[src/rtl/full_adder_bit.sv]
// ----------------------------------------------------------------------------
// full_adder_bit
// Purely combinational 1-bit full adder cell. This is the leaf of the ripple
// chain in full_adder.
//
// Ports:
//   a    : addend bit A
//   b    : addend bit B
//   cin  : carry in from the previous (less significant) cell
//   s    : sum bit,   a ^ b ^ cin
//   cout : carry out, majority(a, b, cin)
// ----------------------------------------------------------------------------
module full_adder_bit (
    input  logic a,
    input  logic b,
    input  logic cin,
    output logic s,
    output logic cout
);

    assign s    = a ^ b ^ cin;
    assign cout = (a & b) | (a & cin) | (b & cin);

endmodule

[src/rtl/full_adder.sv]
// ----------------------------------------------------------------------------
// full_adder
// Registered WIDTH-bit ripple-carry adder: {carry, sum} = a + b + c, with the
// result and a valid qualifier registered on clk (latency exactly 1 cycle).
//
// Ports:
//   clk       : system clock, rising edge
//   rst_n     : synchronous active-low reset; clears sum, carry and out_valid
//   in_valid  : a, b, c carry an operation this cycle
//   a, b      : WIDTH-bit unsigned addends
//   c         : carry in
//   out_valid : sum/carry hold the result of the operation accepted on the
//               previous edge
//   sum       : registered a + b + c modulo 2^WIDTH
//   carry     : registered bit WIDTH of a + b + c
//
// Valid semantics: there is no ready. Every edge with in_valid=1 (and
// rst_n=1) accepts an operation, and the next cycle shows its result with
// out_valid=1. An edge with in_valid=0 leaves sum/carry unchanged and drops
// out_valid; operand values are ignored in that case.
// ----------------------------------------------------------------------------
module full_adder #(
    parameter int WIDTH = 1
) (
    input  logic             clk,
    input  logic             rst_n,
    input  logic             in_valid,
    input  logic [WIDTH-1:0] a,
    input  logic [WIDTH-1:0] b,
    input  logic             c,
    output logic             out_valid,
    output logic [WIDTH-1:0] sum,
    output logic             carry
);

    // k[i] is the carry into bit i; k[0] is the external carry-in and
    // k[WIDTH] is the carry-out of the whole chain.
    logic [WIDTH:0]   k;
    logic [WIDTH-1:0] s_w;

    assign k[0] = c;

    for (genvar i = 0; i < WIDTH; i++) begin : g_bit
        full_adder_bit u_bit (
            .a    (a[i]),
            .b    (b[i]),
            .cin  (k[i]),
            .s    (s_w[i]),
            .cout (k[i+1])
        );
    end

    logic [WIDTH-1:0] sum_d,   sum_q;
    logic             carry_d, carry_q;
    logic             out_valid_d, out_valid_q;

    always_comb begin
        sum_d       = sum_q;
        carry_d     = carry_q;
        out_valid_d = 1'b0;
        if (in_valid) begin
            sum_d       = s_w;
            carry_d     = k[WIDTH];
            out_valid_d = 1'b1;
        end
    end

    // Reset wins over an operation presented in the same cycle.
    always_ff @(posedge clk) begin
        if (!rst_n) begin
            sum_q       <= '0;
            carry_q     <= 1'b0;
            out_valid_q <= 1'b0;
        end else begin
            sum_q       <= sum_d;
            carry_q     <= carry_d;
            out_valid_q <= out_valid_d;
        end
    end

    assign sum       = sum_q;
    assign carry     = carry_q;
    assign out_valid = out_valid_q;

endmodule

[config.mk]
export PLATFORM = sky130hd
export DESIGN_NAME = full_adder
export DESIGN_NICKNAME = d
export VERILOG_FILES = /design/src/rtl/full_adder_bit.sv /design/src/rtl/full_adder.sv
export SDC_FILE = /design/constraint.sdc
export NUM_CORES = 1
export LEC_CHECK = 0
export BUFFER_PORTS_ARGS = -buffer_cell sky130_fd_sc_hd__buf_2
export CAP_MARGIN = 20
export CORE_AREA = 2 2 39 41
export CTS_BUF_LIST = sky130_fd_sc_hd__clkbuf_2 sky130_fd_sc_hd__clkbuf_4 sky130_fd_sc_hd__clkbuf_8
export DETAILED_ROUTE_END_ITERATION = 8
export DIE_AREA = 0 0 41 43
export PLACE_DENSITY = 0.35
export SETUP_SLACK_MARGIN = 0.05
export SLEW_MARGIN = 10
export SYNTH_ARGS = -nofsm -noshare
export SYNTH_HDL_FRONTEND = slang
export SYNTH_SLANG_ARGS = --single-unit
[constraint.sdc]
create_clock -name clk -period 1.81 [get_ports clk]
set_input_delay 0.362 -clock clk [delete_from_list [all_inputs] [get_ports clk]]
set_output_delay 0.362 -clock clk [all_outputs]
set_load 0.05 [all_outputs]
==> results of run 1 <==
-- kinds of logic after synthesis --
| family | synth area share (%) |
|---|---|
| adders and majority gates | 16.7 |
| and+or+nand+nor | 16.7 |
| DFF | 50.0 |
| muxes | 16.7 |
-- per-stage QoR --
stage / util, % / setup slack (ns)
after floorplan: - / 0.700
after global placement: 13.0 / 0.583
after detailed placement: 13.0 / 0.561
after CTS: 15.2 / 0.601
after global routing: 15.2 / 0.577
final: 15.2 / 0.608
-- flip-flops by register name, indices dropped and copies added, names as in the netlist --
signal     cells
carry          1
sum            1
out_valid      1
-- worst max path at each step --
stage	start	to	slack (ns)	depth (start not counted)
6_report	carry	carry	0.61	1
2_1_floorplan	a	sum	0.70	3
4_1_cts	carry	carry	0.60	1
3_5_place_dp	a	sum	0.56	4
3_3_place_gp	a	sum	0.58	4
5_1_grt	sum	sum	0.58	1
-- power groups by stage --
| stage | Combinational, mW | Clock [mW] | Sequential (mW) |
|---|---|---|---|
| 5_1_grt | 0.0428 | 0.145 | 0.0744 |
| 3_5_place_dp | 0.0396 | 0 | 0.0751 |
| 6_report | 0.0392 | 0.131 | 0.0742 |
| 2_1_floorplan | 0.00895 | 0 | 0.0911 |
| 3_3_place_gp | 0.0388 | 0 | 0.0744 |
| 4_1_cts | 0.0397 | 0.137 | 0.0741 |
-- cell usage in the layout, fill, tap and decap left out, drive strengths merged --
cell    count
buf         8
mux2i       2
nor2b       2
clkbuf      4
fa          1
dfxtp       3
and2        1
-- metal layers --
| layer | vias to the layer above | GRT usage (%) | share of wire [%] |
|---|---|---|---|
| li1 | 54 | - | - |
| met3 | 0 | 7.85 | 18 |
| met2 | 9 | 3.44 | 22 |
| met5 | - | 0 | 0 |
| met1 | 43 | 5.48 | 60 |
| met4 | 0 | 4.00 | 0 |
-- area by class of cell --
cell class	instances	share of cell area, %
flip-flops and latches	3	28.6
multi-input cells	6	28.6
well taps	16	9.52
clock buffers	4	14.3
repair buffers	8	19.0
==> results.tsv, run 1 <==
metric	value	unit
pwr_density_cell	1160	nW/um2
grt_util_all_layers	4.92	%
fillCellCount	150	
drtAntennaViolNets	0	
cap_violations	0	
seqCellArea	60.1	um2
path_clk_slew	0.03	ns
hold_end	sum	
slowest_delay	0.34	ns
synth_flop_cell	dfxtp_1	
avgSynthCellArea	13.3	um2
synth_seq_cells	3	
grt_start_max_net_pins	4	
hold_class	in2reg	
initial_utilization	8.68	%
tightest_slew	0.248	ns
max_slew_margin	83.6	%
yosys.cell_count.top_type	dfxtp_1	
leakage	0.104	nW
power	244	uW
stdcell_count	37	
final.setup.tns	0	ns
cts_setup_buffers	0	
status	complete, no violations	
grt_pass1_vias	109	
fp-row-count	14	
synth_cell_types	5	
timing.fmax	832	MHz
rsz0062_at_grt	no	
synth_seq_area_share	50.0	%
p_sw	61.6	uW
vias	106	
globalRoute.totalOverflow	0	
cts_root_buffer	clkbuf_4	
crit_buf_inv	1	
synthesis.area	120	um2
holdPathStages	2	
synth_edf_count	0	
die_x	41	um
hold_viol	0	
ys_warn_count	0	
path_class	reg2out	
clkPwrFrac	53.6	%
worstSetupStartpointType	register	
end_kind	primary output	
dp_cells	33	
intPower	182	uW
power_frac_seq	30.4	%
p_comb_share	16.0	%
route.detailed.drc	0	
critPathTopFamily	flip-flops	
fin_nets	29	
die_h	43	um
clock_latency	0.23	ns
drtIter0Drc	4	
cp_max_fo	2	
routabilityCongestion	0.575	
r2r_start	carry	
synth_top_cell_by_area	dfxtp_1	
io_buffers	8	
cp.required	1.45	ns
tritoncts	built	
first_pass_iters	2	
post-route-period-util	66.4	%
synthesis.nets	16	
r2r_slack	1.20	ns
cts_buffers	3	
hold_start	rst_n	
viasPerCell	2.86	
grt_antenna_before_repair	0	
synth_top_area_share	50.0	%
wl_per_cell	7.38	um
synth_common_cells	3 x dfxtp_1, 2 x mux2i_1, 2 x nor2b_1	
slowest_stage	dfxtp_1	
setup_viol	0	
hold_buffers	0	
grt_pass1_wl	448	um
layout-drive-gt1-share	61.9	%
synth_cells	9	
ioPinCount	9	
coreArea	1380	um2
placed_area	180	um2
num_antenna_cells	0	
holdWs	0.366	ns
slew_violations	0	
multi_input_area	60.1	um2
syn2layout_area_growth	75.0	%
worst_ep_arrival_time	0.84	ns
async_reset_ff_share	0	%
fin_area	210	um2
path_cells	buf_2	
synth_area_leaders	dfxtp_1 50%, fa_1 17%, mux2i_1 17%	
post_cts_resize_count	0	
switching_share	25.2	%
fin_skew	0	ns
dieArea	1760	um2
ir_drop	410	uV
cts-htree-levels	1	
clk_path_buf_depth	2	
worstRegToRegCells	2	
r2r-end	carry	
clkSinkCount	3	
drt-total-wl	273	um
fin_crit	1.20	ns
(Power assumes the default switching activity.)
==> run 2, diff against run 1 <==
==> constraint.sdc (replaced) <==
create_clock -name clk -period 1.2 [get_ports clk]
set_input_delay 0.24 -clock clk [delete_from_list [all_inputs] [get_ports clk]]
set_output_delay 0.24 -clock clk [all_outputs]
set_load 0.05 [all_outputs]
==> results.tsv, run 2 (synthesized netlist as in run 1, its figures left out) <==
metric	value	unit	change
die_h	43	um	unchanged
pwr_density_cell	1760	nW/um2	+51%
tritoncts	built		
wl_per_cell	8.03	um	+8.8%
die_x	41	um	unchanged
hold_class	in2reg		
post-route-period-util	89.1	%	
tightest_slew	0.255	ns	+0.00634 ns
final_cell_mix	8 x buf_2, 4 x clkbuf_4, 3 x dfxtp_1		
setup_viol	0		unchanged
placed_area	180	um2	unchanged
drtAntennaViolNets	0		unchanged
path_cells	buf_2		
fin_nets	29		unchanged
globalRoute.totalOverflow	0		unchanged
final.setup.tns	0	ns	unchanged
startpoint	sum		
max_slew_margin	83.1	%	-0.42 points
dp_cells	33		unchanged
vias	112		+5.7%
fin_skew	0	ns	unchanged
end_kind	primary output		
ioPinCount	9		unchanged
route.detailed.drc	0		unchanged
cts-htree-levels	1		unchanged
grt_antenna_before_repair	0		unchanged
grt_pass1_wl	517	um	+15%
post_cts_resize_count	0		unchanged
io_buffers	8		unchanged
clkSinkCount	3		unchanged
first_pass_iters	1		-1
cp.required	0.96	ns	-0.49 ns
clk_path_buf_depth	2		unchanged
timing.fmax	935	MHz	
slowest_delay	0.33	ns	about the same
num_antenna_cells	0		unchanged
coreArea	1380	um2	unchanged
fin_area	210	um2	unchanged
cts_root_buffer	clkbuf_4		
cp_max_fo	2		unchanged
cap_violations	0		unchanged
holdWs	0.256	ns	-0.110 ns
drtIter0Drc	0		-4
ir_drop	316	uV	-23%
cts_buffers	3		unchanged
grt_util_all_layers	5.52	%	+0.60 points
hold_viol	0		unchanged
syn2layout_area_growth	75.0	%	unchanged
grt_pass1_vias	120		+10%
slowest_stage	dfxtp_1		
r2r_slack	0.59	ns	-0.61 ns
stdcell_count	37		unchanged
fillCellCount	163		+8.7%
rsz0062_at_grt	no		
cts_setup_buffers	0		unchanged
drt-total-wl	297	um	+8.8%
worst_ep_arrival_time	0.83	ns	about the same
fp-row-count	14		unchanged
slew_violations	0		unchanged
critPathTopFamily	flip-flops		
worstSetupStartpointType	register		
final_common_cell	buf_2		
path_class	reg2out		
setup_ws	0.131	ns	-0.478 ns
status	complete, no violations		
routabilityCongestion	0.581		+0.99%
initial_utilization	8.68	%	unchanged
crit_buf_inv	1		unchanged
clock_latency	0.23	ns	about the same
fin_crit	1.07	ns	
grt_start_max_net_pins	4		unchanged
layout-drive-gt1-share	61.9	%	unchanged
path_clk_slew	0.04	ns	about the same
hold_buffers	0		unchanged
dp_slack	0.0445	ns	-0.516 ns
leakage	0.104	nW	unchanged
r2r_start	sum		
viasPerCell	3.03		+5.7%
dieArea	1760	um2	unchanged
hold_start	rst_n		
## run 2: cell counts in the layout (fill, tap and decap cells not counted)
No cell type changed its count.
## run 2: through the flow
step                      power (mW)  utilization, %
final                          0.370            15.2
after global placement         0.171            13.0
after CTS                      0.383            15.2
after detailed placement       0.174            13.0
after floorplan                0.151               -
after global routing           0.406            15.2
## run 2: path summary, 6_finish.rpt
check / endpoint / depth (start not counted)
max: sum / 1
min: carry / 2
max reg2reg: sum / 2
min reg2reg: carry / 2
## run 2: routing by layer
metal	vias up	part of all wire, %	global-route usage (%)
met1	48	38	4.82
li1	53	-	-
met4	0	1.7	8.00
met5	-	0	0
met2	9	32	4.06
met3	2	28	7.85
## run 2: power breakdown
group	internal, mW	switching (mW)	total [mW]
Clock	0.147	0.0517	0.199
Combinational	0.0204	0.0394	0.0598
Sequential	0.108	0.00343	0.111
Total	0.275	0.0946	0.370
## run 2: cell type report
class                           instances  area (um2)  area share [%]
Clock buffer                            4        30.0            14.3
Multi-Input combinational cell          6        60.1            28.6
Tap cell                               16        20.0            9.52
Timing Repair Buffer                    8        40.0            19.0
Sequential cell                         3        60.1            28.6
